File: src/rtl/div_arbiter.sv
// Two-requester round-robin front end for a 4-bit combinational divider.
// Divide-by-zero requests bypass the divider and return a substituted result.
module div_arbiter #(
  parameter int WIDTH         = 4,
  parameter int SETTLE_CYCLES = 1
) (
  input  logic             clk,
  input  logic             rst_n,
  input  logic             req0_valid,
  output logic             req0_ready,
  input  logic [WIDTH-1:0] req0_dividend,
  input  logic [WIDTH-1:0] req0_divisor,
  input  logic             req1_valid,
  output logic             req1_ready,
  input  logic [WIDTH-1:0] req1_dividend,
  input  logic [WIDTH-1:0] req1_divisor,
  output logic             rsp_valid,
  input  logic             rsp_ready,
  output logic             rsp_id,
  output logic [WIDTH-1:0] rsp_quotient,
  output logic [WIDTH-1:0] rsp_remainder,
  output logic             rsp_div_zero,
  output logic             busy
);

  typedef enum logic [1:0] {
    IDLE = 2'd0,
    EXEC = 2'd1,
    RESP = 2'd2
  } state_t;

  state_t           r_state;
  state_t           w_next;
  logic             r_rr_last;
  logic [2:0]       r_cnt;
  logic [WIDTH-1:0] r_op_dividend;
  logic [WIDTH-1:0] r_op_divisor;
  logic             r_id;
  logic [WIDTH-1:0] r_quot;
  logic [WIDTH-1:0] r_rem;
  logic             r_dz;

  logic             w_win;
  logic             w_accept;
  logic [WIDTH-1:0] w_sel_dd;
  logic [WIDTH-1:0] w_sel_dv;
  logic             w_zero;
  logic [WIDTH-1:0] w_div_q;
  logic [WIDTH-1:0] w_div_r;
  logic [WIDTH:0]   w_part;

  // Arbitration: a lone requester wins; on contention the one not served last wins.
  always_comb begin
    w_win      = (req0_valid && req1_valid) ? ~r_rr_last : req1_valid;
    w_accept   = (r_state == IDLE) && (req0_valid || req1_valid);
    req0_ready = w_accept && !w_win;
    req1_ready = w_accept && w_win;
    w_sel_dd   = w_win ? req1_dividend : req0_dividend;
    w_sel_dv   = w_win ? req1_divisor  : req0_divisor;
    w_zero     = (w_sel_dv == '0);
  end

  // Restoring divider on the operand registers; a 0 divisor never reaches it once loaded.
  always_comb begin
    w_div_q = '0;
    w_part  = '0;
    for (int unsigned i = 0; i < WIDTH; i++) begin
      w_part = {w_part[WIDTH-1:0], r_op_dividend[WIDTH-1-i]};
      if (w_part >= {1'b0, r_op_divisor}) begin
        w_part                = w_part - {1'b0, r_op_divisor};
        w_div_q[WIDTH-1-i]    = 1'b1;
      end
    end
    w_div_r = w_part[WIDTH-1:0];
  end

  always_ff @(posedge clk or negedge rst_n) begin
    if (!rst_n) r_state <= IDLE;
    else        r_state <= w_next;
  end

  always_comb begin
    w_next    = r_state;
    rsp_valid = 1'b0;
    busy      = 1'b1;
    case (r_state)
      IDLE: begin
        busy = 1'b0;
        if (w_accept) w_next = w_zero ? RESP : EXEC;
      end
      EXEC: begin
        if (r_cnt == 3'd1) w_next = RESP;
      end
      RESP: begin
        rsp_valid = 1'b1;
        if (rsp_ready) w_next = IDLE;
      end
      default: w_next = IDLE;
    endcase
  end

  always_ff @(posedge clk or negedge rst_n) begin
    if (!rst_n) begin
      r_rr_last     <= 1'b1;
      r_cnt         <= '0;
      r_op_dividend <= '0;
      r_op_divisor  <= '0;
      r_id          <= 1'b0;
      r_quot        <= '0;
      r_rem         <= '0;
      r_dz          <= 1'b0;
    end else begin
      case (r_state)
        IDLE: begin
          if (w_accept) begin
            r_rr_last <= w_win;
            r_id      <= w_win;
            if (w_zero) begin
              r_quot <= '1;
              r_rem  <= w_sel_dd;
              r_dz   <= 1'b1;
            end else begin
              r_op_dividend <= w_sel_dd;
              r_op_divisor  <= w_sel_dv;
              r_cnt         <= 3'(SETTLE_CYCLES);
            end
          end
        end
        EXEC: begin
          r_cnt <= r_cnt - 3'd1;
          if (r_cnt == 3'd1) begin
            r_quot <= w_div_q;
            r_rem  <= w_div_r;
            r_dz   <= 1'b0;
          end
        end
        default: ;
      endcase
    end
  end

  assign rsp_id        = r_id;
  assign rsp_quotient  = r_quot;
  assign rsp_remainder = r_rem;
  assign rsp_div_zero  = r_dz;

endmodule

File: config.mk
export PLATFORM = sky130hd
export DESIGN_NAME = div_arbiter
export DESIGN_NICKNAME = d
export VERILOG_FILES = /design/src/rtl/div_arbiter.sv
export SDC_FILE = /design/constraint.sdc
export NUM_CORES = 1
export LEC_CHECK = 0
export CORE_MARGIN = 4
export CORE_UTILIZATION = 50
export CTS_BUF_LIST = sky130_fd_sc_hd__clkbuf_16
export DETAILED_ROUTE_END_ITERATION = 8
export GPL_ROUTABILITY_DRIVEN = 0
export PLACE_DENSITY = 0.81
export SLEW_MARGIN = 10
export SYNTH_ARGS = -nofsm -noshare
export SYNTH_HDL_FRONTEND = slang
export SYNTH_SLANG_ARGS = --single-unit
File: constraint.sdc
create_clock -name clk -period 7.85 [get_ports clk]
set_clock_uncertainty 0.2 [all_clocks]
set_input_delay 1.1775 -clock clk [delete_from_list [all_inputs] [get_ports clk]]
set_output_delay 1.1775 -clock clk [all_outputs]
set_load 0.01 [all_outputs]
==> metrics, run 1 <==
status finished clean; cts bufs inserted 3; sequential area share after synthesis 0.322; Routed Antenna Nets 0; post_cts resized 0; port bufs 34; drt pass-1 iters 4; vias in the first global route 1724; Die ar. 4790 sq um; Vias/cell 5.81; Starting DRT DRC Count 108; Final TNS setup 0 ps; Die Ht 69.2 um; main flop type after synthesis dfrtp_1; post-synthesis net count 249; EDFF count, synth 0; crit path DAT 6390 ps; yosys warns 0; Ant. Diodes 0; min Tclk post-route 6450 ps; Hold Crit Class reg2reg; global-route wire length before repair 7.98 mm; drt total wl 4.71 mm; post-synthesis register bit count 24; hpwl dp 3.72 mm; Worst setup SP type flip-flop; vias 1691; Worst setup EP type flip-flop; worst slew pin tran 1050 ps; DRC violation count after routing 0; wire length per cell 16.2 um; worst-skew pair later-pin latency 250 ps; clock-pin slew on the worst setup and hold paths 60 ps; commonest non-fill, non-tap cells in the layout clkdlybuf4s50_1 (34), dfrtp_1 (23), inv_1 (20), o21ai_0 (19); hold_buf cts 0; Max Slew Vio Count 0; ys async rst share 1.00; Syn-to-layout area delta 25.2%; Synth Area per Inst 8.96 sq um; Synth cell types 43; Rel. slew slack 0.300; CTS tree built; Critical Path RT 7800 ps; largest net degree at the start of global routing 25; initial core utilization 0.540; H-Tree Level Count 1; Max Clk Rate 155 MHz; io pins 35; Synth Instances 209; Crit Path Max Fanout 7; Netlist Area Pre-Place 1870 sq um; core outline area 3470 sq um; RSZ-0062 raised after global routing no; Nets 286; total gr overflow 0; Total GRT Usage 0.202; most common cell after layout, fill and taps aside clkdlybuf4s50_1; FP Rows 21; layout cells sized above 1 0.0653; max-cap viol count 0; die width 69.2 um; # clock sinks 24; postcts setup bufs 0; initial antenna violation count 0; # setup viols final 0; clock buffer depth 2; CTS root buf clkbuf_16; final hold violation count 0; Final Cycle Share 0.821; CP Class reg2reg
## path summary, 6_finish.rpt
path,from,endpoint,slack (ps),cells past startpoint
hold / removal,r_op_dividend[2],r_op_dividend[2],290,2
setup reg to reg,r_op_divisor[1],rsp_remainder[2],1400,25
setup / recovery,r_op_divisor[1],rsp_remainder[2],1400,25
min in group asynchronous,rst_n,rsp_remainder[1],1290,1
max in group asynchronous,rst_n,rsp_quotient[3],5520,1
hold reg to reg,r_op_dividend[2],r_op_dividend[2],290,2
## Yosys cell counts (7+ instances only)
master,number,share of area
a21o_1,7,0.028
a21oi_1,7,0.019
dfrtp_1,23,0.31
ha_1,16,0.11
inv_1,20,0.040
mux2i_1,11,0.059
nand2_1,17,0.034
nor2_1,17,0.034
nor2b_1,7,0.023
o21ai_0,19,0.051
## critical path, stage by stage, from the launching register on
cell and delay, ps:
dfrtp_1 500, inv_1 190, ha_1 280, o21ai_1 400, nor2_1 80, ha_1 360
a31o_1 250, a21oi_2 190, and2_2 180, o21ai_1 140, mux2_2 360, inv_1 60
ha_1 230, a21o_1 160, a21o_1 180, a221o_1 350, nor2_1 290, mux2_2 410
inv_1 60, ha_1 250, o21ai_0 120, nand3b_1 110, a21oi_1 310, and4_1 340
nor2_1 90, o31ai_1 240
## kinds of logic after synthesis
kind of cell               count (synthesis)  share of synthesized area
and+or+nand+nor                           61                      0.162
AOI/OAI and AO/OA                         59                      0.209
DFF                                       24                      0.322
buffers and inverters                     23                     0.0468
adders and majority gates                 19                      0.139
muxes                                     16                     0.0889
xor gates and xnor gates                   7                     0.0328
## per-layer routing
layer,vias to the layer above,wire [um],share of wire,global-route usage
met1,818,2100,0.45,0.256
met2,44,2390,0.51,0.369
met4,0,17,0.0036,0.0174
li1,827,-,-,-
met3,2,206,0.044,0.0377
met5,-,0,0,0
## through the flow
stage	util	std cells	worst slack [ps]	cell area (sq um)	hold slack (ps)
floorplan	-	209	2150	1870	250
global placement	0.653	287	1670	2260	265
detailed placement	0.653	287	1520	2260	275
CTS	0.676	291	1470	2340	287
global route	0.676	291	934	2340	323
finish	0.676	291	1400	2340	290
## flip-flops by register name (all words and copies together) (netlist names)
name,flops
r_op_dividend,4
r_op_divisor,4
rsp_quotient,4
rsp_remainder,4
r_cnt,3
r_state,2
r_rr_last,1
rsp_div_zero,1
rsp_id,1
## area by class of cell
type | count | area [sq um]
clock buffer | 3 | 75.1
clock inverter | 1 | 3.75
fill | 287 | 1120
inverter | 20 | 75.1
multi-input combinational | 162 | 1180
sequential | 24 | 602
tap | 46 | 57.6
timing repair buffer | 35 | 348
Power of run 1 is left out: the tool's default activity adds up to more than one toggle a clock period on the data nets, which glitch-free logic cannot reach.
==> inputs of run 2 (changes only) <==
--- a/config.mk
+++ b/config.mk
@@ -6,11 +6,11 @@
 export NUM_CORES = 1
 export LEC_CHECK = 0
 export CORE_MARGIN = 4
-export CORE_UTILIZATION = 50
+export CORE_UTILIZATION = 47
 export CTS_BUF_LIST = sky130_fd_sc_hd__clkbuf_16
 export DETAILED_ROUTE_END_ITERATION = 8
 export GPL_ROUTABILITY_DRIVEN = 0
-export PLACE_DENSITY = 0.81
+export PLACE_DENSITY = 0.8
 export SLEW_MARGIN = 10
 export SYNTH_ARGS = -nofsm -noshare
 export SYNTH_HDL_FRONTEND = slang
==> constraint.sdc (replaced) <==
create_clock -name clk -period 5.2 [get_ports clk]
set_clock_uncertainty 0.2 [all_clocks]
set_input_delay 0.78 -clock clk [delete_from_list [all_inputs] [get_ports clk]]
set_output_delay 0.78 -clock clk [all_outputs]
set_load 0.01 [all_outputs]
==> run 2 against run 1 <==
Compared with the run above:
- the flow now finishes with violations (setup timing)
- cell count increased by 12%
- maximum frequency rose by 22%
- core utilization grew 7.5 points
- wire length up 11%
- critical path depth increased by 4
- critical path type unchanged
- critical endpoint is now rsp_remainder[0]
==> metrics, run 2 (same netlist as run 1, synthesis figures left out) <==
initial core utilization 0.500 (-0.0397); setup ws final -99.2 ps (-1500 ps); Ant. Diodes 0 (unchanged); max-cap viol count 0 (unchanged); crit path DAT 5290 ps (-1100 ps); Final Cycle Share 1.02 (+0.198); Max Clk Rate 189 MHz (+22%); Syn-to-layout area delta 50.1%; io pins 35 (unchanged); Rel. slew slack 0.307 (+0.00727); vias in the first global route 1898 (+10%); Hold Crit Class reg2reg; Worst setup EP type flip-flop; drt total wl 5.24 mm (+11%); min Tclk post-route 5300 ps (-1150 ps); RSZ-0062 raised after global routing yes; Starting DRT DRC Count 116 (+7.4%); total gr overflow 0 (unchanged); Die Ht 71.1 um (+2.8%); Worst setup SP type flip-flop; GR Util met3 0.0185 (-0.0192); Routed Antenna Nets 0 (unchanged); met1 Resource Use GR 0.282 (+0.0264); Nets 320 (+12%); worst slew pin tran 1040 ps (-10.9 ps); Die ar. 5060 sq um (+5.6%); hold_buf cts 0 (unchanged); vias 1812 (+7.2%); CTS tree built; DRC violation count after routing 0 (unchanged); die width 71.1 um (+2.8%); clock-pin slew on the worst setup and hold paths 60 ps (about the same); final hold violation count 0 (unchanged); # clock sinks 24 (unchanged); core outline area 3740 sq um (+7.9%); filler instances 266 (-7.3%); fin util 0.751 (+0.0750); port bufs 34 (unchanged); layout cells sized above 1 0.290 (+0.225); drt pass-1 iters 4 (unchanged); largest net degree at the start of global routing 25 (unchanged); Crit Path Max Fanout 4 (-3); FP Rows 22 (+4.8%); CTS root buf clkbuf_16; layer with the highest usage met2; Critical Path RT 5190 ps (-2610 ps); wire length per cell 16.0 um (-1.1%); Vias/cell 5.54 (-4.6%); global-route wire length before repair 8.96 mm (+12%); hpwl dp 3.96 mm (+6.6%); worst-skew pair later-pin latency 260 ps (about the same); # setup viols final 4 (+4); routing usage on met2 0.399 (+0.0299); status finished with violations; Max Slew Vio Count 0 (unchanged); CP max-delay cell or4_4; Worst path max stage delay 410 ps (-90 ps); cts bufs inserted 3 (unchanged); clock buffer depth 2 (unchanged); violated checks setup timing; CP Class reg2reg; commonest non-fill, non-tap cells in the layout clkdlybuf4s50_1 (34), buf_4 (34), dfrtp_1 (22), nand2_1 (17); initial antenna violation count 0 (unchanged); H-Tree Level Count 1 (unchanged); Total GRT Usage 0.220 (+0.0177)
run 2: path summary, 6_finish.rpt:
path,from,end,slack [ps],cells past startpoint
max in group asynchronous,rst_n,r_op_divisor[1],3210,1
worst min-delay path,rsp_id,rsp_id,280,1
worst max register to register,r_op_dividend[3],rsp_remainder[0],-100,29
worst max-delay path,r_op_dividend[3],rsp_remainder[0],-100,29
min in group asynchronous,rst_n,r_cnt[0],890,1
worst min register to register,rsp_id,rsp_id,280,1
run 2: critical path: cells and delay by family (launching register included):
family / cells / cell delay (ps)
mux: 2 / 640
compound gates: 7 / 1290
fa+ha+maj: 5 / 810
buf+inv: 6 / 410
simple gates: 9 / 1480
flops: 1 / 380
run 2: per-layer routing:
layer  routed length (um)  vias up
li1                     -      892
met1                 2320      865
met2                 2660       47
met3                  187        8
met4                   70        0
met5                    0        -
run 2: final cells by class:
cell class	count	area [sq um]	share of cell area
multi-input combinational	162	1390	0.493
timing repair buffer	69	607	0.216
sequential	24	603	0.215
clock buffer	3	75.1	0.0267
inverter	20	75.1	0.0267
tap	48	60.1	0.0214
clock inverter	1	3.75	0.00134
run 2: timing repair:
item	4_1_cts	5_1_grt
resized for setup	13	5
endpoints found under the setup margin	5	5
setup buffers	6	1
pin swaps	10	5
run 2: through the flow:
stage | TNS, ps | setup WS [ps] | area, sq um | cells | hold slack [ps]
floorplan | -75.9 | -61.0 | 1990 | 209 | 250
detailed placement | -632 | -203 | 2590 | 316 | 265
finish | -262 | -99.2 | 2810 | 327 | 281
global placement | -451 | -178 | 2590 | 316 | 260
global route | -1420 | -321 | 2810 | 327 | 292
CTS | -180 | -64.1 | 2780 | 326 | 283
Power of run 2 is left out for the same reason.
